## config.mk

```make
export PLATFORM = sky130hd
export DESIGN_NAME = data_memory_arbiter
export DESIGN_NICKNAME = d
export VERILOG_FILES = /design/src/rtl/data_mem_pkg.sv /design/src/rtl/mem_rr_arbiter2.sv /design/src/rtl/data_memory_arbiter.sv
export SDC_FILE = /design/constraint.sdc
export NUM_CORES = 1
export LEC_CHECK = 0
export CORE_UTILIZATION = 38
export DETAILED_ROUTE_END_ITERATION = 8
export GPL_TIMING_DRIVEN = 0
export HOLD_SLACK_MARGIN = 0.1
export PLACE_DENSITY = 0.69
export REMOVE_ABC_BUFFERS = 1
export SLEW_MARGIN = 20
export SYNTH_ARGS = -nofsm -noshare
export SYNTH_HDL_FRONTEND = slang
export SYNTH_SLANG_ARGS = --single-unit
```

## constraint.sdc

```tcl
create_clock -name clock -period 1.9 [get_ports clock]
set_clock_uncertainty 0.1 [all_clocks]
set_input_delay 0.38 -clock clock [delete_from_list [all_inputs] [get_ports clock]]
set_output_delay 0.38 -clock clock [all_outputs]
set_load 0.01 [all_outputs]
```

## src/rtl/data_mem_pkg.sv

```systemverilog
// Shared definitions for the two-port data memory arbiter: default widths,
// FSM state encoding and the port-select type used by the arbiter logic.
package data_mem_pkg;

   localparam int ADDR_W_DEFAULT = 5;
   localparam int DATA_W_DEFAULT = 8;

   typedef enum logic [1:0] {
      IDLE    = 2'd0,
      ISSUE   = 2'd1,
      CAPTURE = 2'd2
   } arb_state_t;

   typedef enum logic {
      PORT_A = 1'b0,
      PORT_B = 1'b1
   } port_sel_t;

   // The round-robin pointer always moves away from the port just served.
   function automatic port_sel_t other_port(input port_sel_t p);
      return (p == PORT_A) ? PORT_B : PORT_A;
   endfunction

endpackage

```

## src/rtl/mem_rr_arbiter2.sv

```systemverilog
// Two-requester round-robin decision. req[0] is port A, req[1] is port B.
// When both request, the port named by ptr wins; a lone request always wins.
module mem_rr_arbiter2
   import data_mem_pkg::*;
(
   input  logic [1:0] req,
   input  port_sel_t  ptr,
   input  logic       enable,
   output logic [1:0] grant,
   output port_sel_t  next_ptr
);

   // Pick the winner and the pointer that follows from it.
   always_comb begin
      // NOTE: every output gets a default before any branch, so no path leaves it unassigned and no latch is inferred.
      grant    = 2'b00;
      next_ptr = ptr;
      if (enable) begin
         unique case (req)
            2'b01:   grant = 2'b01;
            2'b10:   grant = 2'b10;
            2'b11:   grant = (ptr == PORT_A) ? 2'b01 : 2'b10;
            default: grant = 2'b00;
         endcase
         if (grant != 2'b00) begin
            next_ptr = other_port(grant[1] ? PORT_B : PORT_A);
         end
      end
   end

endmodule

```

## src/rtl/data_memory_arbiter.sv

```systemverilog
// Two-port arbiter in front of a single-ported data memory with registered
// read data. Each access takes IDLE -> ISSUE -> CAPTURE, so the ack for a
// request accepted at edge k is visible during the cycle after edge k+2.
module data_memory_arbiter
   import data_mem_pkg::*;
#(
   parameter int ADDR_W = ADDR_W_DEFAULT,
   parameter int DATA_W = DATA_W_DEFAULT
) (
   input  logic              clock,
   input  logic              clear,
   input  logic              a_req,
   input  logic              a_we,
   input  logic [ADDR_W-1:0] a_addr,
   input  logic [DATA_W-1:0] a_wdata,
   output logic              a_ack,
   output logic [DATA_W-1:0] a_rdata,
   input  logic              b_req,
   input  logic              b_we,
   input  logic [ADDR_W-1:0] b_addr,
   input  logic [DATA_W-1:0] b_wdata,
   output logic              b_ack,
   output logic [DATA_W-1:0] b_rdata,
   output logic              mem_read,
   output logic              mem_write,
   output logic [ADDR_W-1:0] mem_addr,
   output logic [DATA_W-1:0] mem_wdata,
   input  logic [DATA_W-1:0] mem_rdata,
   output logic              busy
);

   arb_state_t        state;
   port_sel_t         ptr;
   port_sel_t         next_ptr;
   port_sel_t         owner;
   logic              lat_we;
   logic [ADDR_W-1:0] lat_addr;
   logic [DATA_W-1:0] lat_wdata;
   logic [1:0]        eligible;
   logic [1:0]        grant;

   // A port still showing its ack is dropping a finished request; skip it.
   assign eligible = {b_req & ~b_ack, a_req & ~a_ack};

   mem_rr_arbiter2 u_rr (
      .req      (eligible),
      .ptr      (ptr),
      .enable   (state == IDLE),
      .grant    (grant),
      .next_ptr (next_ptr)
   );

   // Sequence the access and latch the winning request while in IDLE.
   always_ff @(posedge clock or posedge clear) begin
      // NOTE: sequential state uses non-blocking assignments so every register samples pre-edge values.
      if (clear) begin
         state     <= IDLE;
         ptr       <= PORT_A;
         owner     <= PORT_A;
         lat_we    <= 1'b0;
         lat_addr  <= '0;
         lat_wdata <= '0;
      end else begin
         unique case (state)
            IDLE: begin
               if (grant != 2'b00) begin
                  state     <= ISSUE;
                  ptr       <= next_ptr;
                  owner     <= grant[1] ? PORT_B : PORT_A;
                  lat_we    <= grant[1] ? b_we    : a_we;
                  lat_addr  <= grant[1] ? b_addr  : a_addr;
                  lat_wdata <= grant[1] ? b_wdata : a_wdata;
               end
            end
            ISSUE:   state <= CAPTURE;
            CAPTURE: state <= IDLE;
            default: state <= IDLE;
         endcase
      end
   end

   // Capture read data into the owner's register and pulse its ack.
   always_ff @(posedge clock or posedge clear) begin
      if (clear) begin
         a_ack   <= 1'b0;
         b_ack   <= 1'b0;
         a_rdata <= '0;
         b_rdata <= '0;
      end else begin
         a_ack <= (state == CAPTURE) && (owner == PORT_A);
         b_ack <= (state == CAPTURE) && (owner == PORT_B);
         if ((state == CAPTURE) && !lat_we) begin
            if (owner == PORT_A) a_rdata <= mem_rdata;
            else                 b_rdata <= mem_rdata;
         end
      end
   end

   // Memory strobes exist only in ISSUE; address and data come from the latch.
   assign mem_read  = (state == ISSUE) && !lat_we;
   assign mem_write = (state == ISSUE) &&  lat_we;
   assign mem_addr  = lat_addr;
   assign mem_wdata = lat_wdata;
   assign busy      = (state != IDLE);

endmodule

```

**Yosys cells after proc, flatten, opt, wreduce, memory -nomap -nowiden**

Cells that the tools add are included.

- Register bits: 36
- Word-level logic and storage cells: 47

- Equality and inequality tests: 6
- Multiplexer cells: 12
- Bitwise logic cells: 5
- Reductions and logical operators: 14

Operators by type and width:

| kind | count |
|---|---|
| $mux W2 | 4 |
| $mux W8 | 1 |
| $eq A2 B2 Y1 const B | 3 |
| $pmux W2 S3 | 1 |
| $reduce_and A2 Y1 | 3 |
| $reduce_bool A2 Y1 | 3 |
| $logic_and A1 B1 Y1 | 5 |
| $mux W5 | 1 |
| $eq A2 B1 Y1 const B | 2 |
| $mux W1 | 4 |
| $pmux W2 S2 | 1 |
| $not A1 Y1 | 3 |
| $reduce_and A3 Y1 | 1 |
| $and A1 B1 Y1 | 2 |
| $logic_not A2 Y1 | 1 |
| $ne A2 B2 Y1 const B | 1 |
| $logic_not A1 Y1 | 1 |

**Logic depth before layout (Yosys ltp)**

Gate-level depths: netlist of the first run.

- Depth after elaboration: 9
- Mapped depth: 6
- Depth with buffers taken out: 3

**Hierarchy**

From an unflattened synthesis of the first run, not the netlist that was laid out.

- Cell total of the unflattened synthesis: 109
- Area, all modules: 1627.8 um^2

By module, submodules not included:

| module | instances | cells each | area each (um^2) | seq. area each (um^2) |
|---|---|---|---|---|
| data_memory_arbiter | 1 | 102 | 1591.5 | 900.9 |
| mem_rr_arbiter2 | 1 | 7 | 36.3 | 0.0 |

**Worst setup path after synthesis of the first run**

Ideal clock, no wire load.

- Path type: register to register
- Start: register b_ack
- End: register owner
- Library setup time: 118 ps
- Arrival: 1277 ps
- Data required time: 1682 ps
- Slack: 405 ps
- Cell stages (with the launch flop): 7
- Buffers on the path: 3
- Cells stage by stage: dfrtp_1 -> nand2b_1 -> buf_6 -> a21o_1 -> buf_6 -> buf_6 -> a21o_1

- Cells in the longest elaborated chain, start to end: 8

RTL lines:

| what | RTL line | RTL |
|---|---|---|
| start, declared | data_memory_arbiter.sv:22 | `output logic b_ack,` |
| start signal, assigned | data_memory_arbiter.sv:91 | `b_ack <= (state == CAPTURE) && (owner == PORT_B);` |
| $not A1 Y1 * | data_memory_arbiter.sv:43 | `assign eligible = {b_req & ~b_ack, a_req & ~a_ack};` |
| $and A1 B1 Y1 * | data_memory_arbiter.sv:43 |  |
| $eq A2 B2 Y1 / $eq A2 B1 Y1 (equally long branches) | mem_rr_arbiter2.sv:19 | `unique case (req)` |
| $pmux W2 S3 * | mem_rr_arbiter2.sv:19 |  |
| $mux W2 * (2 in series) | mem_rr_arbiter2.sv:18 | `if (enable) begin` |
| $reduce_bool A2 Y1 | data_memory_arbiter.sv:66 | `if (grant != 2'b00) begin` |
| $reduce_and A2 Y1 (no line) | - |  |
| end signal, assigned | data_memory_arbiter.sv:69 | `owner <= grant[1] ? PORT_B : PORT_A;` |
| end, declared | data_memory_arbiter.sv:35 | `port_sel_t owner;` |

Mark *: on every way between the ends. The rest lies on a longest branch, timed or not. The select of a mux whose other input is x is not followed.
A chain may end at the register's enable or synchronous reset.

**Worst setup path after layout of the first run**

- Start: register state[0]
- End: register a_rdata[4]

- Cells in the longest elaborated chain, start to end: 3

RTL lines:

| what | RTL line | RTL |
|---|---|---|
| start, declared | data_memory_arbiter.sv:32 | `arb_state_t state;` |
| start signal, assigned | data_memory_arbiter.sv:57 | `state <= IDLE;` |
| start signal, assigned | data_memory_arbiter.sv:67 | `state <= ISSUE;` |
| start signal, assigned | data_memory_arbiter.sv:75 | `ISSUE: state <= CAPTURE;` |
| $eq A2 B2 Y1 | data_memory_arbiter.sv:92 | `if ((state == CAPTURE) && !lat_we) begin` |
| $logic_and A1 B1 Y1 | data_memory_arbiter.sv:92 |  |
| $reduce_and A2 Y1 (no line) | - |  |
| end signal, assigned | data_memory_arbiter.sv:93 | `if (owner == PORT_A) a_rdata <= mem_rdata;` |
| end, declared | data_memory_arbiter.sv:17 | `output logic [DATA_W-1:0] a_rdata,` |

No other way between the ends.

==> results of run 1 <==
synth_stat cells (2+ instances only):
| master | instances |
|---|---|
| nand2b_1 | 2 |
| mux2_1 | 16 |
| a2111oi_2 | 7 |
| a211oi_1 | 7 |
| clkbuf_1 | 2 |
| a21o_1 | 2 |
| and2_1 | 4 |
| a211oi_2 | 7 |
| inv_1 | 17 |
| buf_6 | 3 |
| a2111oi_0 | 7 |
| nor4_1 | 14 |
| buf_2 | 7 |
| dfrtp_1 | 36 |
| nor2b_1 | 2 |
worst max-delay path, delay by kind of cell, from the launching register on:
family                 cells  cell delay [ns]
buffers and inverters      1             0.15
flip-flops                 1             0.40
multiplexers               1             0.37
AND/OR/NAND/NOR            2             0.67
power breakdown:
group / switching, µW / internal, µW
Combinational: 905 / 1080
Clock: 258 / 289
Sequential: 271 / 1130
Total: 1430 / 2500
flip-flops by register name, indices dropped and copies added (netlist names):
name	count
a_rdata	8
b_rdata	8
mem_wdata	8
mem_addr	5
state	2
a_ack	1
b_ack	1
lat_we	1
owner	1
ptr	1
routing by layer:
metal / vias to the layer above / GRT usage, %
met2: 36 / 31.7
met1: 712 / 24.7
met5: - / 0
met4: 0 / 6.80
li1: 665 / -
met3: 6 / 4.07
kinds of logic after synthesis:
kind of cell,synth area share [%]
AOI/OAI and AO/OA,18.8
and+or+nand+nor,10.3
muxes,10.4
buffers and inverters,8.52
DFF,52.0
stage by stage:
step           utilization (%)  total power, µW
4_1_cts                   58.8             3870
5_1_grt                   60.1             4180
3_3_place_gp              56.1             3200
6_report                  60.1             3930
3_5_place_dp              56.1             3270
2_1_floorplan                -             2280
worst paths after layout:
check | to | from | slack [ns]
worst max register to register | a_rdata[4] | state[0] | 0.1
worst max-delay path | a_rdata[4] | state[0] | 0.1
max in group asynchronous | state[0] | clear | 0.76
worst min register to register | a_ack | owner | 0.38
worst min-delay path | a_ack | owner | 0.38
min in group asynchronous | b_rdata[5] | clear | 0.46
repair_timing:
item,4_1_cts,5_1_grt
endpoints found under the setup margin,20,17
hold endpoints to repair,0,0
pin swaps,0,2
setup buffers,0,3
hold buffers,0,0
resized for setup,8,5
gates cloned,0,1
area by class of cell:
| type | instances | area [µm²] | area share, % |
|---|---|---|---|
| repair buffers | 76 | 773 | 29.5 |
| well taps | 52 | 65.1 | 2.49 |
| inverters | 17 | 63.8 | 2.44 |
| flip-flops and latches | 36 | 901 | 34.4 |
| multi-input cells | 75 | 722 | 27.6 |
| clock buffers | 6 | 82.6 | 3.15 |
| clock inverters | 2 | 10.0 | 0.382 |
==> results.py, run 1 <==
metrics = {
    "cts": {
        "numCtsBuffers": 5,
        "clock_path_buffers": 2,
        "clock-sinks": 36,
        "root_buffer": "clkbuf_8",
        "cts_tree": "yes",
        "clk_latency_ns": 0.28,
        "htreeDepth": 2,
        "cts.clk_slew.worst_paths_ns": 0.07,
    },
    "global_routing": {
        "grt_pass1_vias": 1461,
        "grt.overflow.total": 0,
        "grt_max_degree": 37,
        "grt_usage_pct": 19.1,
        "antenna_found_initial": 0,
        "grt_pass1_wl_mm": 7.36,
    },
    "critical_path": {
        "critPathMaxFanout": 8,
        "critPathMaxStageDelay_ns": 0.42,
        "required_ns": 1.96,
        "critPathArrivalTime_ns": 1.86,
        "start_kind": "register",
        "setup.worst_path.class": "reg2reg",
        "r2r_cells": 4,
        "slowest_stage": "and2_1",
        "crit_path_end_kind": "register",
        "path_cells": "buf_4 > nor3b_1 > and2_1 > mux2_1",
    },
    "yosys": {
        "synth_edf_count": 0,
        "yosysTopAreaCell": "dfrtp_1",
        "async_flop_share_pct": 100,
        "syn_area_um2": 1730,
        "ys_seq_area_share_pct": 52.0,
        "synth_top_area_share_pct": 52.0,
        "synthCells": 140,
        "ys_warn_count": 0,
        "ys.flop_type": "dfrtp_1",
        "syn_avg_cell_area_um2": 12.4,
        "synth_area_leaders": "dfrtp_1 (52%), mux2_1 (10%), a2111oi_2 (6.1%)",
        "ys_seq_elements": 36,
        "yosysUniqueCellTypes": 22,
    },
    "routing": {
        "wl_mm": 4.47,
        "route.met3.wl_um": 159,
        "dr.max_layer_used": "met4",
        "drt-initial-drc-count": 49,
        "wl_per_cell_um": 16.9,
        "wl_met1_mm": 1.94,
        "first_pass_iters": 6,
        "drtAntennaViolNets": 0,
        "remaining_drc_errors": 0,
        "detailroute.wirelength.met2_mm": 2.29,
        "vias_per_cell": 5.38,
        "route.vias.total": 1419,
    },
    "die": {
        "die_h_um": 69.5,
        "rows": 24,
        "dieArea_um2": 4830,
        "ios": 74,
        "core_area_um2": 4350,
        "start_util_pct": 39.8,
        "fp.dieW_um": 69.5,
    },
    "timing": {
        "setup_viol": 0,
        "finalCritPeriodShare_pct": 94.7,
        "hold_ws_ns": 0.382,
        "slew_violations": 0,
        "fin_ws_ns": 0.0998,
        "hold_viol_final": 0,
        "fin_crit_ns": 1.80,
        "relSlewSlack_pct": 49.5,
        "worstMarginPinSlew_ns": 0.758,
        "fin_setup_tns_ns": 0,
        "max_freq_mhz": 555,
    },
    "job": {
        "maxCapViolCount": 0,
    },
    "cells_and_area": {
        "final_common_cell": "clkdlybuf4s50_1",
        "final_cell_area_um2": 2620,
        "n_antenna_cell": 0,
        "finish.cell_count_without_fillers": 264,
        "area_growth_pct": 51.0,
        "layout.nets": 251,
        "drive_gt1_share_pct": 16.0,
        "mostFrequentLayoutCells": "clkdlybuf4s50_1 (70), dfrtp_1 (36), inv_1 (16), mux2_1 (16), nor4_1 (14)",
        "nFillCells": 354,
    },
    "outcome": {
        "status": "finished clean",
    },
    "placement": {
        "gp_congestion": 0.811,
        "io_buffers": 73,
        "placed_area_um2": 2440,
        "hpwl_mm": 3.02,
        "placed_cells": 252,
        "place_ws_ns": -0.727,
    },
    "power": {
        "power_density_nw_per_um2": 1500,
        "leakage_uw": 0.00112,
        "vdd_drop_max_mv": 0.512,
    },
    "worst_hold_path": {
        "hp-class": "reg2reg",
        "holdPathStages": 1,
    },
}
Power figures use the tool's default switching activity.
==> inputs of run 2 (changes only) <==
--- a/config.mk
+++ b/config.mk
@@ -6,12 +6,12 @@
 export NUM_CORES = 1
 export LEC_CHECK = 0
 export CORE_UTILIZATION = 38
+export CTS_CLUSTER_SIZE = 24
 export DETAILED_ROUTE_END_ITERATION = 8
 export GPL_TIMING_DRIVEN = 0
 export HOLD_SLACK_MARGIN = 0.1
 export PLACE_DENSITY = 0.69
 export REMOVE_ABC_BUFFERS = 1
-export SLEW_MARGIN = 20
 export SYNTH_ARGS = -nofsm -noshare
 export SYNTH_HDL_FRONTEND = slang
 export SYNTH_SLANG_ARGS = --single-unit
==> results of run 2 <==
The final DEF is identical to that of run 1; final timing and power are the same.
==> inputs of run 3 (changes only) <==
==> constraint.sdc (replaced) <==
create_clock -name clock -period 1.9 [get_ports clock]
set_clock_uncertainty 0.1 [all_clocks]
set_input_delay 0.38 -clock clock [delete_from_list [all_inputs] [get_ports clock]]
set_output_delay 0.38 -clock clock [all_outputs]
set_load 0.1 [all_outputs]
==> results.py, run 3 (synthesis results as in run 1) <==
metrics = {
    "worst_hold_path": {
        "min_from": "owner",
        "hp-class": "reg2reg",
    },
    "cts": {
        "numCtsBuffers": 5,
        "clock_path_buffers": 2,
        "htreeDepth": 2,
        "cts.clk_slew.worst_paths_ns": 0.07,
        "cts_tree": "yes",
        "root_buffer": "clkbuf_8",
        "clock-sinks": 36,
        "cts_hold_buf": 0,
        "clk_latency_ns": 0.28,
    },
    "routing": {
        "wl_per_cell_um": 16.6,
        "route.vias.total": 1425,
        "drt-initial-drc-count": 64,
        "vias_per_cell": 5.44,
        "remaining_drc_errors": 0,
        "drtAntennaViolNets": 0,
        "first_pass_iters": 5,
        "wl_mm": 4.36,
    },
    "global_routing": {
        "grt.overflow.total": 0,
        "use_met2_pct": 31.0,
        "grt_usage_pct": 19.2,
        "grt_busiest_layer": "met2",
        "antenna_found_initial": 0,
        "grt.met1_usage_pct": 25.4,
        "grt_max_degree": 37,
        "grt_pass1_vias": 1457,
        "use_met3_pct": 4.22,
        "grt_pass1_wl_mm": 7.39,
    },
    "cells_and_area": {
        "layout.nets": 249,
        "multi_input_area_um2": 719,
        "mostFrequentLayoutCells": "clkdlybuf4s50_1 (39), dfrtp_1 (36), clkdlybuf4s15_2 (31)",
        "n_antenna_cell": 0,
        "area_growth_pct": 51.8,
        "nFillCells": 354,
        "finish.cell_count_without_fillers": 262,
        "ff_latch_area_um2": 901,
        "drive_gt1_share_pct": 31.0,
        "final_common_cell": "clkdlybuf4s50_1",
    },
    "die": {
        "dieArea_um2": 4830,
        "core_area_um2": 4350,
        "start_util_pct": 39.8,
        "rows": 24,
        "die_h_um": 69.5,
        "ios": 74,
        "fp.dieW_um": 69.5,
    },
    "outcome": {
        "status": "finished clean",
    },
    "critical_path": {
        "required_ns": 1.42,
        "rr_startpoint": "state[0]",
        "setup.worst_path.class": "reg2out",
        "start_kind": "register",
        "startpoint": "state[0]",
        "crit_path_end_kind": "output pin",
        "critPathArrivalTime_ns": 1.31,
        "critPathMaxFanout": 16,
    },
    "timing": {
        "hold_viol_final": 0,
        "fin_crit_ns": 1.79,
        "worstMarginPinSlew_ns": 0.754,
        "rsz0062_at_grt": "no",
        "relSlewSlack_pct": 49.7,
        "slew_violations": 0,
        "max_freq_mhz": 558,
        "setup_viol": 0,
        "finalCritPeriodShare_pct": 94.3,
    },
    "placement": {
        "io_buffers": 73,
        "placed_cells": 252,
        "hpwl_mm": 3.02,
        "gp_congestion": 0.811,
    },
    "job": {
        "maxCapViolCount": 0,
    },
}
-- run 3: changes by cell type in the layout (fill, tap and decap cells not counted) --
cell	change
buf_4	-1
buf_6	+2
clkdlybuf4s15_2	+31
clkdlybuf4s50_1	-31
dlymetal6s2s_1	-3
nor2b_1	+1
nor2b_2	-1
-- run 3: repair_timing --
action / 4_1_cts / 5_1_grt
pin swaps: 0 / 2
gates resized for setup: 119 / 3
endpoints found under the setup margin: 51 / 15
setup buffers: 0 / 1
gates cloned: 0 / 1
-- run 3: critical path, stage by stage (launching register included) --
cell	delay, ns
dfrtp_1	0.42
or2_4	0.35
buf_4	0.26
-- run 3: layer usage --
metal  vias up  wire, µm
met4         0        63
met2        46      2180
met5         -         0
li1        661         -
met1       712      1910
met3         6       197
-- run 3: area by class of cell --
class / count / area share (%)
clock inverter: 2 / 0.380
timing repair buffer: 74 / 30.0
clock buffer: 6 / 3.14
inverter: 17 / 2.43
tap: 52 / 2.47
multi-input combinational: 75 / 27.3
sequential: 36 / 34.2
-- run 3: through the flow --
step | util [%] | hold WS, ns | setup WS [ns] | TNS [ns] | area, µm²
6_report | 60.4 | 0.382 | 0.109 | 0 | 2630
3_5_place_dp | 56.1 | 0.374 | -1.10 | -21.49 | 2440
4_1_cts | 59.5 | 0.383 | 0.0162 | 0 | 2590
5_1_grt | 60.4 | 0.406 | 0.00917 | 0 | 2630
2_1_floorplan | - | 0.332 | -0.566 | -9.58 | 1650
3_3_place_gp | 56.1 | 0.356 | -1.06 | -17.04 | 2440
-- run 3: worst paths after layout --
kind | endpoint | cells past startpoint | slack (ns)
worst max-delay path | busy | 2 | 0.11
max in group asynchronous | state[1] | 2 | 0.76
worst min-delay path | a_ack | 1 | 0.38
worst min register to register | a_ack | 1 | 0.38
min in group asynchronous | b_rdata[5] | 2 | 0.47
worst max register to register | a_rdata[0] | 3 | 0.21
Power of run 3 is left out: the tool's default activity adds up to more than one toggle a clock period on the data nets, which glitch-free logic cannot reach.
